File: src/rtl/song_sequencer.sv
// song_sequencer: steps through per-song {note, duration} ROM entries and hands each note to a player
// Ports: clk, reset (sync, active-high); play level run/pause; song select latched on leaving IDLE;
//        note_done/skip pulses advance the current note; repeat_en restarts a finished song;
//        rom_addr = {latched song, index}, rom_dout valid one cycle later;
//        note/duration registered note output, new_note pulse per note, song_done pulse, busy.
module song_sequencer #(
   parameter int SONG_BITS = 2,
   parameter int ADDR_BITS = 5,
   parameter int NOTE_BITS = 6,
   parameter int DUR_BITS  = 6
) (
   input  logic                           clk,
   input  logic                           reset,
   input  logic                           play,
   input  logic [SONG_BITS-1:0]           song,
   input  logic                           note_done,
   input  logic                           skip,
   input  logic                           repeat_en,
   output logic [SONG_BITS+ADDR_BITS-1:0] rom_addr,
   input  logic [NOTE_BITS+DUR_BITS-1:0]  rom_dout,
   output logic [NOTE_BITS-1:0]           note,
   output logic [DUR_BITS-1:0]            duration,
   output logic                           new_note,
   output logic                           song_done,
   output logic                           busy
);
   typedef enum logic [2:0] {IDLE, FETCH, ISSUE, WAIT_DONE, END_S} state_t;
   localparam logic [ADDR_BITS-1:0] LAST = '1;
   state_t               state;
   logic [SONG_BITS-1:0] song_l;
   logic [ADDR_BITS-1:0] idx;
   logic [NOTE_BITS-1:0] note_f;
   logic [DUR_BITS-1:0]  dur_f;
   assign rom_addr = {song_l, idx};
   assign dur_f    = rom_dout[DUR_BITS-1:0];
   assign note_f   = rom_dout[NOTE_BITS+DUR_BITS-1:DUR_BITS];
   // busy tracks the next state so it is registered alongside it
   always_ff @(posedge clk) begin
      if (reset) begin
         state     <= IDLE;
         song_l    <= '0;
         idx       <= '0;
         note      <= '0;
         duration  <= '0;
         new_note  <= 1'b0;
         song_done <= 1'b0;
         busy      <= 1'b0;
      end else begin
         new_note  <= 1'b0;
         song_done <= 1'b0;
         case (state)
            IDLE: if (play) begin
               song_l <= song;
               idx    <= '0;
               state  <= FETCH;
               busy   <= 1'b1;
            end
            FETCH: state <= ISSUE;
            // a zero duration marks the end of the song
            ISSUE: if (dur_f == '0) begin
               state     <= END_S;
               song_done <= 1'b1;
            end else begin
               note     <= note_f;
               duration <= dur_f;
               new_note <= 1'b1;
               state    <= WAIT_DONE;
            end
            WAIT_DONE: if (play && (note_done || skip)) begin
               if (idx != LAST) begin
                  idx   <= idx + 1'b1;
                  state <= FETCH;
               end else begin
                  state     <= END_S;
                  song_done <= 1'b1;
               end
            end
            END_S: if (repeat_en && play) begin
               idx   <= '0;
               state <= FETCH;
            end else begin
               state <= IDLE;
               busy  <= 1'b0;
            end
            default: begin
               state <= IDLE;
               busy  <= 1'b0;
            end
         endcase
      end
   end
endmodule

File: config.mk
export PLATFORM = sky130hd
export DESIGN_NAME = song_sequencer
export DESIGN_NICKNAME = d
export VERILOG_FILES = /design/src/rtl/song_sequencer.sv
export SDC_FILE = /design/constraint.sdc
export NUM_CORES = 1
export LEC_CHECK = 0
export ABC_AREA = 1
export BUFFER_PORTS_ARGS = -buffer_cell sky130_fd_sc_hd__buf_2
export CORE_ASPECT_RATIO = 1.2
export CORE_MARGIN = 3
export CORE_UTILIZATION = 51
export DETAILED_ROUTE_END_ITERATION = 16
export PLACE_DENSITY = 0.84
export SETUP_SLACK_MARGIN = 0.05
export SLEW_MARGIN = 5
export SYNTH_ARGS = -nofsm -noshare
export SYNTH_HDL_FRONTEND = slang
export SYNTH_SLANG_ARGS = --single-unit
File: constraint.sdc
create_clock -name clk -period 3.3 [get_ports clk]
set_input_delay 0.33 -clock clk [delete_from_list [all_inputs] [get_ports clk]]
set_output_delay 0.33 -clock clk [all_outputs]
set_load 0.01 [all_outputs]
==> results_dict.tcl, run 1 <==
set metrics [dict create \
    yosys-mux-area-fraction_pct 0 \
    outcome "complete, no violations" \
    synth.largest_area_cell "dfxtp_1" \
    wl_um 2490 \
    tightest_slew_ns 0.474 \
    slew-limit-headroom_pct 68.3 \
    grt_antenna_before_repair 0 \
    synthAdderAreaFrac_pct 2.28 \
    portBuffers 41 \
    setup_viol 0 \
    synth_xor_area_share_pct 0.796 \
    min_period_ns 1.55 \
    drive_gt1_share_pct 30.0 \
    final_area_um2 1340 \
    insertion_delay_ns 0.31 \
    cp.arrival_ns 1.78 \
    hold_path.class "input pin to register" \
    detail-route-antenna-nets 0 \
    ys_warn_count 0 \
    power_per_cell_area_nw_per_um2 750 \
    grt_max_degree 19 \
    r2r_start "idx[0]" \
    vias 1091 \
    htreeDepth 1 \
    clockRootBuffer "clkbuf_4" \
    clk_path_buf_depth 2 \
    worstPathMaxFanout 7 \
    fmax_mhz 646 \
    synthFlopType "dfxtp_1" \
    fillers 182 \
    cp-end-kind "register" \
    rsz0062_at_grt "false" \
    cp_num_buf_inv 2 \
    cp-start-kind "register" \
    grt_pass1_vias 994 \
    period_share_pct 46.9 \
    gp_congestion 0.875 \
    syn_area_um2 1100 \
    design_power_total_mw 1.00 \
    place_area_um2 1310 \
    syn_to_final_growth_pct 21.4 \
    initial_core_util_pct 56.8 \
    wire_per_inst_um 11.4 \
    synth_edf_count 0 \
    drc 0 \
    cts_buffers 3 \
    critPathKind "register to register" \
    path_cells "ha_1 -> nand2_1 -> nor2_1 -> ha_1 -> inv_1 -> nand2_2 -> nand2_4 -> nand3_2 -> inv_2 -> nor2_1 -> nor2_1" \
    ys_types 21 \
    n_antenna_cell 0 \
    post-cts-setup-buffers 0 \
    syn_inst 149 \
    cp_top_family "simple AND/OR/NAND/NOR gates" \
    vdd_drop_max_mv 0.458 \
    clock_sinks 25 \
    dp_hpwl_um 1910 \
    synth_common_cells "37 x nor2_1, 25 x dfxtp_1, 20 x nand2_1" \
    drt_iter0_markers 36 \
    synth_top_area_share_pct 45.5 \
    skew_ns 0.00758 \
    dr.pass1.iters 4 \
    crit_path_top_delay_cell "dfxtp_1" \
    synth_simple_gate_area_share_pct 33.3 \
    synth_area_leaders "dfxtp_1 46%, nor2_1 13%, nand2_1 6.8%" \
    grt_overflow_total 0 \
    critPathRequiredTime_ns 3.53 \
    die_x_um 48.4 \
    synth_compound_area_share_pct 10.7 \
    pin_count 42 \
    yosysMostFrequentCell "nor2_1" \
    grt_pass1_wl_um 4130 \
    nets 213 \
    holdBufCountCts 0 \
    cp_common_cell "nor2_1" \
    cts_tree "done" \
    synth-seq-cells 25 \
    avgSynthCellArea_um2 7.38 \
    dp.cells 214 \
    rows 17 \
    cp_slowest_stage_delay_ns 0.44 \
    syn_nets 171 \
    dieArea_um2 2750 \
    die_h_um 56.9 \
    ctsResizeCount 0 \
    gr-usage-all-layers_pct 18.8 \
    layoutNonFillerInstCount 218 \
    yosysSeqAreaShare_pct 45.5 \
    min_from "rom_dout[9]" \
    drv_cap 0 \
    crit_start "idx[0]" \
    async_flop_share_pct 0 \
    tns_ns 0 \
    viasPerCell 5.00 \
    core_um2 1940 \
    synth_top_family_by_area "simple AND/OR/NAND/NOR gates" \
    clkTransAtPathRegs_ns 0.13 \
    p_leak_nw 0.662 \
    drv_slew 0 \
    hold_viol_final 0 \
]
routing by layer:
| metal | wire length (um) | vias up | GRT usage (%) |
|---|---|---|---|
| met5 | 0 | - | 0 |
| met4 | 33 | 0 | 8.54 |
| met3 | 182 | 4 | 4.24 |
| met2 | 1220 | 45 | 32.5 |
| met1 | 1060 | 482 | 22.1 |
| li1 | - | 560 | - |
final timing paths:
path	endpoint	slack (ns)	cells past startpoint
worst max-delay path	idx[1]	1.75	11
worst min-delay path	note[3]	0.26	3
worst max register to register	idx[1]	1.75	11
worst min register to register	song_l[1]	0.46	2
worst min-delay path: stages:
cell and delay [ns]:
buf_2 0.07, o21ai_0 0.07, nor2_1 0.08
kinds of logic after synthesis:
family                   Yosys count
adder cells (fa/ha/maj)            2
AO/OA/AOI/OAI                     23
buffers and inverters             17
AND/OR/NAND/NOR                   81
flip-flops                        25
XOR/XNOR                           1
cell type report:
cell class / instances / area, um2 / share of cell area [%]
Clock buffer: 3 / 22.5 / 1.69
Inverter: 13 / 48.8 / 3.66
Timing Repair Buffer: 41 / 205 / 15.4
Multi-Input combinational cell: 107 / 518 / 38.8
Clock inverter: 1 / 5.00 / 0.375
Tap cell: 28 / 35.0 / 2.62
Sequential cell: 25 / 500 / 37.5
per-stage QoR:
stage / worst slack (ns) / util [%] / hold slack (ns)
finish: 1.75 / 69.0 / 0.263
global placement: 1.87 / 67.6 / 0.430
detailed placement: 1.78 / 67.6 / 0.445
CTS: 1.76 / 69.0 / 0.257
global route: 1.61 / 69.0 / 0.256
floorplan: 1.86 / - / 0.467
cell usage in the layout, fill, tap and decap left out:
| cell type | instances |
|---|---|
| clkbuf_4 | 3 |
| nand3_1 | 12 |
| inv_2 | 3 |
| buf_2 | 41 |
| o211ai_1 | 1 |
| nand2_1 | 20 |
| nand2_4 | 1 |
| xnor2_1 | 1 |
| nand4_1 | 2 |
| clkinv_2 | 1 |
| ha_1 | 2 |
| o21ai_0 | 14 |
| nand2_2 | 4 |
| or2_0 | 1 |
| nor2_2 | 1 |
| nor2_4 | 1 |
| nor2_1 | 37 |
| nand3_2 | 1 |
| nor3_2 | 1 |
| inv_1 | 10 |
| dfxtp_1 | 25 |
| a21oi_1 | 8 |
sequential cells by signal (all words and copies together), names as in the netlist:
name	flops
idx	5
song_l	2
song_done	1
new_note	1
duration	6
busy	1
state	3
note	6
power breakdown:
group	internal [mW]	total [mW]	switching [mW]
logic	0.164	0.428	0.264
clock network	0.0453	0.132	0.0863
registers	0.384	0.441	0.0572
total	0.593	1.00	0.407
No activity file was read; power rests on OpenSTA's default activity.
==> run 2: changes to the inputs <==
ABC_AREA = 0   (was 1)
CORE_UTILIZATION = 43   (was 51)
PLACE_DENSITY = 0.75   (was 0.84)
clock period = 1.38 ns   (was 3.3 ns; I/O delays follow)
==> run 2 against run 1 <==
Against the previous run: the flow now finishes with violations (setup timing); register-to-register slack lost 2.2 ns; worst hold slack lost 0.23 ns; combinational power grew 12%; utilization grew 2.3 points; critical endpoint is now idx[3].
==> results_dict.tcl, run 2 <==
set metrics [dict create \
    outcome "complete, but fails checks" \
    failed_checks "setup timing" \
    core_um2 2420 \
    rows 19 \
    use_met3_pct 2.63 \
    cts_buffers 3 \
    min_period_ns 1.80 \
    grt_max_degree 16 \
    skew_ns 0.00473 \
    htreeDepth 1 \
    wl_um 2850 \
    syn_inst 113 \
    avgSynthCellArea_um2 10.2 \
    clockRootBuffer "clkbuf_4" \
    nets 200 \
    power.switching_mw 0.481 \
    layoutNonFillerInstCount 208 \
    drc 0 \
    power_per_cell_area_nw_per_um2 939 \
    pin_count 42 \
    drive_gt1_share_pct 54.8 \
    drv_slew 0 \
    synthFlopType "dfxtp_1" \
    synth_edf_count 0 \
    setup_viol 20 \
    worstPathMaxFanout 5 \
    dp.cells 201 \
    cp_num_buf_inv 0 \
    insertion_delay_ns 0.33 \
    die_x_um 53.3 \
    dr.pass1.iters 4 \
    clk_path_buf_depth 2 \
    syn_to_final_growth_pct 49.9 \
    syn_area_um2 1150 \
    gp_congestion 0.790 \
    top_usage_layer "met2" \
    cp-start-kind "register" \
    period_share_pct 130 \
    dp_slack_ns -0.412 \
    grt_pass1_vias 1055 \
    dieArea_um2 3340 \
    grt_overflow_total 0 \
    synth.largest_area_cell "dfxtp_1" \
    vdd_drop_max_mv 0.731 \
    crit_path_top_delay_cell "dfxtp_4" \
    syn_nets 135 \
    detail-route-antenna-nets 0 \
    synth_top_family_by_area "simple AND/OR/NAND/NOR gates" \
    synth-seq-cells 25 \
    synth_top_area_share_pct 43.4 \
    cp_slowest_stage_delay_ns 0.37 \
    design_power_total_mw 1.62 \
    dp_hpwl_um 2100 \
    hold_ws_ns 0.0364 \
    drv_cap 0 \
    layout_commonest_cell "buf_2" \
    clkTransAtPathRegs_ns 0.14 \
    hold_path.class "input pin to register" \
    yosys-mux-area-fraction_pct 11.3 \
    cp.arrival_ns 2.01 \
    critPathRequiredTime_ns 1.59 \
    cp_common_cell "ha_4" \
    combPwrFrac_pct 29.6 \
    switching_share_pct 29.6 \
    cp-end-kind "register" \
    critPathKind "register to register" \
    synth_xor_area_share_pct 0 \
    p_leak_nw 0.760 \
    hold_viol_final 0 \
    initial_core_util_pct 47.5 \
    rsz0062_at_grt "true" \
    n_antenna_cell 0 \
    synth_compound_area_share_pct 14.8 \
    ys_warn_count 0 \
    yosysMostFrequentCell "dfxtp_1" \
    final_cell_mix "41 x buf_2, 21 x dfxtp_1, 20 x buf_4, 19 x nor2_1, 11 x mux2i_1" \
    viasPerCell 5.22 \
    portBuffers 41 \
    vias 1085 \
    synth_area_leaders "dfxtp_1 43%, mux2i_1 11%, nor2_1 6.2%" \
    clock_sinks 25 \
    slew-limit-headroom_pct 74.3 \
    die_h_um 62.7 \
    cp_top_family "simple AND/OR/NAND/NOR gates" \
    tightest_slew_ns 0.385 \
    power_frac_seq_pct 49.7 \
    grt_antenna_before_repair 0 \
    wire_per_inst_um 13.7 \
    use_met1_pct 21.6 \
    ys_types 36 \
    path_cells "ha_4 -> and3_4 -> ha_4 -> or3_4 -> a221oi_4 -> a311oi_1" \
    synth_simple_gate_area_share_pct 24.0 \
    synth_common_cells "25 x dfxtp_1, 19 x nor2_1, 13 x mux2i_1" \
    p_int_mw 1.14 \
    holdBufCountCts 0 \
    grt_pass1_wl_um 4690 \
    use_met2_pct 30.8 \
    cts_tree "done" \
    synthAdderAreaFrac_pct 2.17 \
    fmax_mhz 556 \
    finalWorstSetupSlack_ns -0.419 \
    yosysSeqAreaShare_pct 43.4 \
    gr-usage-all-layers_pct 18.2 \
    pwr-share-clk_pct 20.8 \
    async_flop_share_pct 0 \
    reg_top3 "duration: 6 flops, note: 6 flops, idx: 5 flops" \
    tns_ns -3.74 \
    drt_iter0_markers 15 \
]
[run 2: worst reg2reg max path: cells and delay by family (launching register included)]
kind / cells / cell delay, ns
AOI/OAI and AO/OA: 2 / 0.48
adders and majority gates: 2 / 0.31
DFF: 1 / 0.37
and+or+nand+nor: 2 / 0.53
[run 2: final cells by class]
cell class / instances / area [um2]
clock buffers: 3 / 22.5
clock inverters: 1 / 5.00
fillers: 200 / 697
inverters: 1 / 3.75
multi-input cells: 80 / 693
flip-flops and latches: 25 / 510
well taps: 31 / 38.8
repair buffers: 67 / 454
[run 2: cell families after synthesis]
logic type               Yosys count
AND/OR/NAND/NOR                   45
AO/OA/AOI/OAI                     20
buffers and inverters              8
flip-flops                        25
adder cells (fa/ha/maj)            2
multiplexers                      13
[run 2: repair_timing]
action                                  CTS  global route
pin swaps                                 5            14
buffers inserted                          1             1
endpoints found under the setup margin   22            22
resized for setup                         7             9
cloned                                    1             0
[run 2: worst paths after layout]
kind                from     endpoint  slack [ns]  cells past startpoint
max               idx[0]       idx[3]       -0.42                      6
max reg2reg       idx[0]       idx[3]       -0.42                      6
min reg2reg  duration[0]  duration[0]        0.50                      2
min              song[0]    song_l[0]        0.04                      3
[run 2: layer usage]
metal / share of wire (%) / routed length, um
met4: 1.7 / 49
met2: 52 / 1480
met1: 40 / 1130
met5: 0 / 0
met3: 6.6 / 187
[run 2: power groups by stage]
stage / logic, mW / registers, mW / clock network (mW)
2_1_floorplan: 0.257 / 0.828 / 0
5_1_grt: 0.521 / 0.813 / 0.377
4_1_cts: 0.473 / 0.804 / 0.345
6_report: 0.480 / 0.806 / 0.337
3_5_place_dp: 0.427 / 0.818 / 0
3_3_place_gp: 0.416 / 0.815 / 0
[run 2: stage by stage]
step,utilization (%),area [um2]
3_3_place_gp,65.9,1600
6_report,71.3,1730
2_1_floorplan,-,1210
4_1_cts,69.6,1690
5_1_grt,71.3,1730
3_5_place_dp,65.9,1600
==> run 3: changes to the inputs <==
CORE_UTILIZATION = 48   (was 43)
PLACE_DENSITY = 0.79   (was 0.75)
clock period = 1.7 ns   (was 1.38 ns; I/O delays follow)
==> run 3 against run 2 <==
Against the previous run: the run still ends with setup timing left; sequential share of layout area is 3.5 points higher; fmax is 3.0% lower; sequential power is 19% lower; first-iteration DRC count stayed put; power is 25% lower; utilization is 0.48 points lower; via count is 3.7% lower; combinational power is 37% lower; count of clock-buffer cells in the layout stayed put; global-route usage is 2.4 points higher; critical path type unchanged; largest power group unchanged.
==> results_dict.tcl, run 3 (same netlist as run 2, synthesis figures left out) <==
set metrics [dict create \
    outcome "complete, but fails checks" \
    failed_checks "setup timing" \
    cts_tree "done" \
    grt_antenna_before_repair 0 \
    power_per_cell_area_nw_per_um2 798 \
    detail-route-antenna-nets 0 \
    setup_viol 5 \
    finalWorstSetupSlack_ns -0.155 \
    tns_ns -0.594 \
    vdd_drop_max_mv 0.621 \
    cp.arrival_ns 2.06 \
    drv_cap 0 \
    hold_viol_final 0 \
    rsz0062_at_grt "true" \
    layoutNonFillerInstCount 194 \
    cp_slowest_stage_delay_ns 0.38 \
    dieArea_um2 3030 \
    dp_hpwl_um 2050 \
    min_period_ns 1.85 \
    crit_path_top_delay_cell "dfxtp_4" \
    pwr-share-clk_pct 22.2 \
    cp-end-kind "register" \
    place_area_um2 1470 \
    reg_top3 "duration: 6 flops, note: 6 flops, idx: 5 flops" \
    power.switching_mw 0.368 \
    drc 0 \
    die_h_um 59.7 \
    skew_ns 0.0102 \
    clk_path_buf_depth 2 \
    hold_end "note[5]" \
    cp_common_cell "ha_4" \
    dp_slack_ns -0.0904 \
    htreeDepth 1 \
    gp_congestion 0.785 \
    dp.cells 188 \
    core_um2 2160 \
    switching_share_pct 30.2 \
    critPathKind "register to register" \
    slew-limit-headroom_pct 68.6 \
    die_x_um 50.7 \
    hold_path.class "input pin to register" \
    syn_to_final_growth_pct 32.8 \
    pin_count 42 \
    worstPathMaxFanout 5 \
    wl_um 2830 \
    rr_worst_depth 6 \
    drt_iter0_markers 15 \
    path_cells "ha_4 -> and3_4 -> ha_4 -> or3_4 -> a221oi_4 -> a311oi_2" \
    drive_gt1_share_pct 47.0 \
    min_from "rom_dout[11]" \
    grt_pass1_vias 1013 \
    rows 18 \
    power_frac_seq_pct 53.2 \
    initial_core_util_pct 53.3 \
    insertion_delay_ns 0.34 \
    period_share_pct 109 \
    gr-usage-all-layers_pct 20.6 \
    p_leak_nw 0.671 \
    r2r_start "idx[0]" \
    design_power_total_mw 1.22 \
    wire_per_inst_um 14.6 \
    dr.pass1.iters 5 \
    viasPerCell 5.39 \
    grt_max_degree 27 \
    cp-start-kind "register" \
    critPathRequiredTime_ns 1.91 \
    grt_overflow_total 0 \
    min_path_cells 3 \
    fmax_mhz 539 \
    grt_pass1_wl_um 4640 \
    nets 187 \
    fin_util_pct 70.8 \
    rr_endpoint "idx[2]" \
    final_area_um2 1530 \
    n_antenna_cell 0 \
    layout_commonest_cell "buf_2" \
    vias 1045 \
    p_int_mw 0.853 \
    clockRootBuffer "clkbuf_4" \
    clkTransAtPathRegs_ns 0.13 \
    combPwrFrac_pct 24.7 \
    tightest_slew_ns 0.470 \
    rrSetupSlack_ns -0.15 \
    hold_ws_ns 0.0629 \
    clock_sinks 25 \
    cts_buffers 3 \
    portBuffers 41 \
    drv_slew 0 \
    final_cell_mix "41 x buf_2, 23 x dfxtp_1, 19 x nor2_1, 13 x mux2i_1, 13 x buf_4" \
]
[run 3: cell count changes in the layout (fill, tap and decap cells not counted), moves of 2 or more]
cell,change
mux2i_1,+2
buf_6,-3
mux2i_2,-2
dfxtp_1,+2
buf_12,-2
buf_4,-7
[run 3: timing repair]
| item | in CTS | in global routing |
|---|---|---|
| hold buffers | 0 | 0 |
| pin swaps | 4 | 4 |
| setup endpoints to repair | 5 | 9 |
| gates resized for setup | 2 | 2 |
| buffers inserted | 3 | 1 |
| gates cloned | 0 | 0 |
[run 3: final cells by class]
class                      count  area, um2
clock inverter                 1       5.00
inverter                       1       3.75
sequential                    25        505
fill                         185        632
tap                           30       37.5
clock buffer                   3       22.5
multi-input combinational     80        653
timing repair buffer          54        303
[run 3: power groups by stage]
stage | Clock [mW] | Combinational [mW] | Sequential (mW)
finish | 0.271 | 0.301 | 0.649
CTS | 0.275 | 0.300 | 0.650
global placement | 0 | 0.282 | 0.659
detailed placement | 0 | 0.293 | 0.662
floorplan | 0 | 0.198 | 0.671
global route | 0.309 | 0.327 | 0.656
[run 3: critical path: cells and delay by family, from the launching register on]
family | cells | cell delay, ns
adders and majority gates | 2 | 0.32
AOI/OAI and AO/OA | 2 | 0.49
and+or+nand+nor | 2 | 0.53
DFF | 1 | 0.38
[run 3: worst max path at each step]
stage / start / endpoint / slack [ns] / cells past startpoint
final: idx[0] / idx[2] / -0.15 / 6
after global placement: idx[0] / idx[3] / -0.03 / 6
after floorplan: idx[0] / idx[2] / -0.02 / 6
after detailed placement: idx[0] / idx[3] / -0.09 / 6
after CTS: idx[0] / idx[2] / -0.12 / 6
after global routing: idx[0] / idx[3] / -0.21 / 6
[run 3: metal layers]
metal | track usage [%] | vias up | part of all wire, %
li1 | - | 510 | -
met1 | 24.2 | 471 | 40
met2 | 36.9 | 50 | 51
met3 | 2.49 | 14 | 6.8
met4 | 10.4 | 0 | 2.8
met5 | 0 | - | 0
